$ cat src/rtl/display_scan_controller.sv
// display_scan_controller
//
// Reads the front buffer of a double-buffered display memory row by row.
// It drives a HUB75-style LED panel using binary-coded modulation: each row is
// shifted out once per bit plane, latched, and then lit for a time that doubles
// with each plane. The block owns the memory's flip select. A buffer swap
// requested by the frame writer is only committed at a frame boundary, so one
// frame never mixes the two buffers.
//
// Ports:
//   clk, rst    system clock, synchronous active-high reset
//   enable      run the scan; sampled in IDLE and at frame boundaries
//   swap_req    writer requests a buffer swap (level or pulse)
//   swap_ack    one-cycle pulse when a swap is committed
//   flip        front-buffer select to the memory
//   rrow, rcol  memory read address; rdata is valid one cycle later
//   rdata       memory read data, one 24-bit {R,G,B} word per segment
//   addr        panel row address
//   rgb         panel data, segment s on bits [3s+2:3s] as {r,g,b}
//   sclk        panel shift clock
//   latch       panel latch pulse
//   oe_n        panel output enable, active low
module display_scan_controller #(
    parameter int segments    = 1,
    parameter int rows        = 8,
    parameter int columns     = 32,
    parameter int width       = 24,
    parameter int depth       = 8,
    parameter int base_cycles = 4
) (
    input  logic                          clk,
    input  logic                          rst,
    input  logic                          enable,
    input  logic                          swap_req,
    output logic                          swap_ack,
    output logic                          flip,
    output logic [$clog2(rows)-1:0]       rrow,
    output logic [$clog2(columns)-1:0]    rcol,
    input  logic [width*segments-1:0]     rdata,
    output logic [$clog2(rows)-1:0]       addr,
    output logic [3*segments-1:0]         rgb,
    output logic                          sclk,
    output logic                          latch,
    output logic                          oe_n
);

    localparam int row_w      = $clog2(rows);
    localparam int col_w      = $clog2(columns);
    localparam int shift_last = 2 * columns + 1;
    localparam int disp_max   = base_cycles << (depth - 1);
    localparam int cnt_max    = (shift_last > disp_max) ? shift_last : disp_max;
    localparam int cnt_w      = $clog2(cnt_max + 1);

    typedef enum logic [1:0] {
        IDLE,
        SHIFT,
        BLANK,
        DISPLAY
    } state_t;

    state_t                state_reg;
    logic [cnt_w-1:0]      cnt_reg;
    logic [row_w-1:0]      row_reg;
    logic [2:0]            plane_reg;
    logic                  pending_reg;
    logic                  flip_reg;
    logic                  swap_ack_reg;
    logic                  oe_n_reg;
    logic                  latch_reg;
    logic                  sclk_reg;
    logic [row_w-1:0]      addr_reg;
    logic [row_w-1:0]      rrow_reg;
    logic [col_w-1:0]      rcol_reg;
    logic [3*segments-1:0] rgb_reg;

    logic [cnt_w-1:0]      cnt_inc;
    logic [cnt_w-1:0]      disp_last;
    logic                  plane_last;
    logic                  row_last;
    logic                  frame_end;
    logic [2:0]            plane_next;
    logic [row_w-1:0]      row_next;
    logic [3*segments-1:0] pix_bits;

    assign cnt_inc   = cnt_reg + cnt_w'(1);
    // Plane p is lit for base_cycles << p clocks; the counter runs 0..len-1.
    assign disp_last = cnt_w'((base_cycles << plane_reg) - 1);

    always_comb begin
        plane_last = (plane_reg == 3'(depth - 1));
        row_last   = (row_reg == row_w'(rows - 1));
        plane_next = plane_last ? 3'd0 : plane_reg + 3'd1;
        row_next   = row_reg;
        if (plane_last) begin
            row_next = row_last ? '0 : row_reg + row_w'(1);
        end
    end

    assign frame_end = plane_last & row_last;

    // Select the current bit plane of each channel for every segment.
    genvar gi;
    generate
        for (gi = 0; gi < segments; gi++) begin : g_seg
            logic [width-1:0] word;
            logic [7:0]       r_ch;
            logic [7:0]       g_ch;
            logic [7:0]       b_ch;
            assign word = rdata[width*gi +: width];
            assign r_ch = word[23:16];
            assign g_ch = word[15:8];
            assign b_ch = word[7:0];
            assign pix_bits[3*gi+2] = r_ch[plane_reg];
            assign pix_bits[3*gi+1] = g_ch[plane_reg];
            assign pix_bits[3*gi]   = b_ch[plane_reg];
        end
    endgenerate

    always_ff @(posedge clk) begin
        if (rst) begin
            state_reg    <= IDLE;
            cnt_reg      <= '0;
            row_reg      <= '0;
            plane_reg    <= '0;
            pending_reg  <= 1'b0;
            flip_reg     <= 1'b0;
            swap_ack_reg <= 1'b0;
            oe_n_reg     <= 1'b1;
            latch_reg    <= 1'b0;
            sclk_reg     <= 1'b0;
            addr_reg     <= '0;
            rrow_reg     <= '0;
            rcol_reg     <= '0;
            rgb_reg      <= '0;
        end else begin
            swap_ack_reg <= 1'b0;
            // Any request is remembered until the next frame boundary.
            pending_reg  <= pending_reg | swap_req;

            case (state_reg)
                IDLE: begin
                    oe_n_reg <= 1'b1;
                    if (enable) begin
                        state_reg <= SHIFT;
                        cnt_reg   <= '0;
                        row_reg   <= '0;
                        plane_reg <= '0;
                        rrow_reg  <= '0;
                        rcol_reg  <= '0;
                        sclk_reg  <= 1'b0;
                    end
                end

                SHIFT: begin
                    // Shift cycle k: rcol = k/2 is issued, so the data for
                    // column c arrives in cycle 2c+1 and is presented on rgb
                    // in cycle 2c+2, with sclk high in cycle 2c+3.
                    if (cnt_reg == cnt_w'(shift_last)) begin
                        state_reg <= BLANK;
                        cnt_reg   <= '0;
                        oe_n_reg  <= 1'b1;
                        sclk_reg  <= 1'b0;
                    end else begin
                        cnt_reg  <= cnt_inc;
                        sclk_reg <= cnt_inc[0] && (cnt_inc >= cnt_w'(2));
                        if (cnt_inc < cnt_w'(2 * columns)) begin
                            rcol_reg <= col_w'(cnt_inc >> 1);
                        end
                        if (!cnt_inc[0] && (cnt_inc >= cnt_w'(2))) begin
                            rgb_reg <= pix_bits;
                        end
                    end
                end

                BLANK: begin
                    cnt_reg <= cnt_inc;
                    if (cnt_reg == cnt_w'(0)) begin
                        latch_reg <= 1'b1;
                        addr_reg  <= row_reg;
                    end else if (cnt_reg == cnt_w'(1)) begin
                        latch_reg <= 1'b0;
                    end else begin
                        state_reg <= DISPLAY;
                        cnt_reg   <= '0;
                        oe_n_reg  <= 1'b0;
                    end
                end

                DISPLAY: begin
                    if (cnt_reg == disp_last) begin
                        oe_n_reg  <= 1'b1;
                        cnt_reg   <= '0;
                        plane_reg <= plane_next;
                        row_reg   <= row_next;
                        rrow_reg  <= row_next;
                        rcol_reg  <= '0;
                        sclk_reg  <= 1'b0;
                        if (frame_end) begin
                            // A request arriving on this very cycle is honoured too.
                            if (pending_reg || swap_req) begin
                                flip_reg     <= ~flip_reg;
                                swap_ack_reg <= 1'b1;
                                pending_reg  <= 1'b0;
                            end
                            state_reg <= enable ? SHIFT : IDLE;
                        end else begin
                            state_reg <= SHIFT;
                        end
                    end else begin
                        cnt_reg <= cnt_inc;
                    end
                end

                default: begin
                    state_reg <= IDLE;
                end
            endcase
        end
    end

    assign swap_ack = swap_ack_reg;
    assign flip     = flip_reg;
    assign rrow     = rrow_reg;
    assign rcol     = rcol_reg;
    assign addr     = addr_reg;
    assign rgb      = rgb_reg;
    assign sclk     = sclk_reg;
    assign latch    = latch_reg;
    assign oe_n     = oe_n_reg;

endmodule
$ cat config.mk
export PLATFORM = sky130hd
export DESIGN_NAME = display_scan_controller
export DESIGN_NICKNAME = d
export VERILOG_FILES = /design/src/rtl/display_scan_controller.sv
export SDC_FILE = /design/constraint.sdc
export NUM_CORES = 1
export LEC_CHECK = 0
export ABC_AREA = 1
export BUFFER_PORTS_ARGS = -buffer_cell sky130_fd_sc_hd__buf_2
export CELL_PAD_IN_SITES_DETAIL_PLACEMENT = 0
export CELL_PAD_IN_SITES_GLOBAL_PLACEMENT = 1
export CORE_AREA = 3 3 96 80
export DETAILED_ROUTE_END_ITERATION = 7
export DIE_AREA = 0 0 99 83
export GPL_TIMING_DRIVEN = 0
export PLACE_DENSITY_LB_ADDON = 0.12
export SLEW_MARGIN = 20
export SYNTH_ARGS = -nofsm -noshare
export SYNTH_HDL_FRONTEND = slang
export SYNTH_SLANG_ARGS = --single-unit
$ cat constraint.sdc
create_clock -name clk -period 4.4 [get_ports clk]
set_input_delay 0 -clock clk [delete_from_list [all_inputs] [get_ports clk]]
set_output_delay 0 -clock clk [all_outputs]
set_load 0.05 [all_outputs]
==> reports/results.tsv <==
stage	metric	value	unit
final_layout	final_cell_mix	101 x nand2_1, 47 x buf_2, 43 x nor2_1	
synthesis	syn_area_per_cell	6.44	µm²
timing	fin_skew	0.00522	ns
drt	firstDrtPassIters	4	
timing	fin_ws	1.69	ns
drt	vias_per_cell	4.76	
power_and_ir_drop	p_leak	0.00132	µW
synthesis	synth-edff-count	0	
worst_hold_path	min-delay-path-class	in2reg	
synthesis	netlist_area	2360	µm²
die	die_w	99	µm
global_routing	grt_max_degree	12	
power_and_ir_drop	intPower	711	µW
clock_tree	clockBufferDepth	2	
drt	via_count	2411	
timing	finalSetupViolCount	0	
synthesis	ys_ff_latch	35	
synthesis	yosysSeqAreaShare	0.297	
synthesis	synth_compound_area_frac	0.132	
synthesis	muxShareOfSynthArea	0	
timing	worstMarginPinSlew	0.554	ns
drt	drt_iter0_drc	69	
die	core-area	6790	µm²
timing	fin_crit_sh	0.615	
worst_setup_path	arrival	2.86	ns
synthesis	synthAdderAreaFrac	0.0796	
synthesis	synthSimpleGateAreaFrac	0.378	
placed_design	place.gp.congestion	0.779	
die	ioPinCount	47	
global_routing	grt_overflow	0	
timing	rsz0062_at_grt	no	
drt	final_antenna_net_count	0	
worst_setup_path	start_kind	flip-flop	
flow_run	maxCapViolations	0	
drt	wire_per_inst	12.3	µm
die	die_area	8220	µm²
clock_tree	cts_resized	0	
worst_setup_path	crit_type	reg2reg	
clock_tree	post_cts_buffers	0	
clock_tree	clock_latency	0.29	ns
final_layout	seqCellArea	701	µm²
global_routing	antenna_found_initial	0	
clock_tree	cts_tree	done	
power_and_ir_drop	seq_power_share	0.299	
status	status	finished clean	
clock_tree	clkSinkCount	35	
final_layout	design_area	2780	µm²
final_layout	nets	462	
timing	fin_hold_ws	0.0504	ns
worst_setup_path	end_kind	flip-flop	
clock_tree	cts_hold_buf	0	
global_routing	grt_usage	0.155	
die	die_h	83	µm
synthesis	synth.distinct_cells	30	
timing	max_freq	370	MHz
final_layout	final_util	0.409	
power_and_ir_drop	swShare	0.500	
timing	maxSlewViolCount	0	
drt	drt_wl_total	6.25	mm
final_layout	antenna_cells	0	
synthesis	synthArstFlopShare	0	
synthesis	synth_ff_type	dfxtp_1	
global_routing	grt_pass1_wl	10.5	mm
clock_tree	root_buffer	clkbuf_8	
final_layout	fillCellCount	720	
drt	drc	0	
final_layout	final_common_cell	nand2_1	
power_and_ir_drop	p_comb_frac	0.540	
power_and_ir_drop	p_switching	710	µW
die	start_util	0.347	
clock_tree	clkTransAtPathRegs	0.07	ns
timing	setup_tns	0	ns
power_and_ir_drop	ir_drop	0.265	mV
timing	period_needed	2.71	ns
worst_setup_path	required	4.55	ns
synthesis	netlist_instances	366	
placed_design	port_buffers	46	
timing	hold_viol_final	0	
clock_tree	cts_made_buffers	5	
synthesis	synth_top_family_by_area	simple AND/OR/NAND/NOR gates	
placed_design	hpwlAfterDp	4.93	mm
final_layout	drive_above_1_share	0.174	
timing	max-slew-margin-rel	0.631	
placed_design	post_dp_cell_area	2700	µm²
die	core.rowCount	27	
synthesis	synthXorXnorAreaFrac	0.0223	
final_layout	largest_reg_flops	10	
final_layout	area_delta_synth_final	17.8	%
power_and_ir_drop	power.density	511	nW/µm²
power_and_ir_drop	clockPowerShare	0.161	
final_layout	multi_input_area	1440	µm²
synthesis	yosys_warnings	0	
placed_design	pre_cts_slack	1.69	ns
synthesis	synth_nets	409	
clock_tree	htreeDepth	2	
worst_setup_path	crit_fanout	11	
global_routing	grt_pass1_vias	2292	
==> per-layer routing <==
layer / part of all wire / GRT usage / up-vias / wire (µm)
met5: 0 / 0 / - / 0
met4: 0.0067 / 0.0298 / 0 / 42
met3: 0.036 / 0.0319 / 7 / 228
met2: 0.43 / 0.245 / 45 / 2700
met1: 0.52 / 0.220 / 1067 / 3280
li1: - / - / 1292 / -
==> synth_stat cells, types with 2 or more instances <==
library cell  count  area (µm²)
a21oi_1          30         150
a32o_1            3        30.0
buf_1             2        7.51
buf_6             2        22.5
clkbuf_1          6        22.5
dfxtp_1          35         701
ha_1             15         188
inv_1            37         139
nand2_1         101         379
nand2_2           6        37.5
nand3_1          31         155
nand3_2           2        20.0
nand4_1           9        56.3
nor2_1           43         161
nor2_2            3        18.8
nor2_4            2        22.5
nor3_1            3        15.0
o21ai_0          17        85.1
o21ai_1           2        10.0
o22ai_1           3        18.8
xor2_1            5        43.8
==> through the flow <==
stage	std cells	power (µW)
2_1_floorplan	366	1020
3_3_place_gp	499	1200
3_5_place_dp	499	1210
4_1_cts	507	1440
5_1_grt	507	1540
6_report	507	1420
==> final timing paths <==
path	startpoint	to	slack, ns	cells past startpoint
setup / recovery	plane_reg[1]$_SDFFE_PP0P_	plane_reg[1]$_SDFFE_PP0P_	1.69	15
hold / removal	swap_req	pending_reg$_SDFF_PP0_	0.05	5
setup reg to reg	plane_reg[1]$_SDFFE_PP0P_	plane_reg[1]$_SDFFE_PP0P_	1.69	15
hold reg to reg	latch$_SDFFE_PP0P_	latch$_SDFFE_PP0P_	0.46	2
==> power by group through the flow <==
stage / sequential [µW] / combinational, µW / clock [µW]
2_1_floorplan: 587 / 432 / 0
3_5_place_dp: 434 / 772 / 0
3_3_place_gp: 433 / 772 / 0
6_report: 425 / 767 / 228
5_1_grt: 437 / 853 / 250
4_1_cts: 427 / 775 / 238
==> kinds of logic (layout without fill, tap and decap cells) <==
family                   after synthesis  count (layout)
flip-flops                            35              35
AND/OR/NAND/NOR                      203             203
XOR/XNOR                               6               6
buffers and inverters                 51             105
adder cells (fa/ha/maj)               15              15
AO/OA/AOI/OAI                         56              56
==> layout make-up <==
class	count	area share
Multi-Input combinational cell	280	0.519
Clock inverter	1	0.00180
Sequential cell	35	0.252
Inverter	39	0.0536
Buffer	12	0.0234
Timing Repair Buffer	46	0.0829
Clock buffer	7	0.0275
Tap cell	87	0.0392
==> critical path, cell delays in order (launching register included) <==
cell      delay, ns
dfxtp_1        0.33
buf_2          0.18
inv_1          0.14
clkbuf_1       0.39
ha_1           0.34
nand2_1        0.10
nand2_1        0.06
nand2_1        0.05
nor2_1         0.11
nand2_1        0.09
nor2_4         0.12
nand2_2        0.10
a21oi_4        0.30
nand2_1        0.15
nand2_1        0.08
a21oi_1        0.05
(Power assumes the default switching activity.)
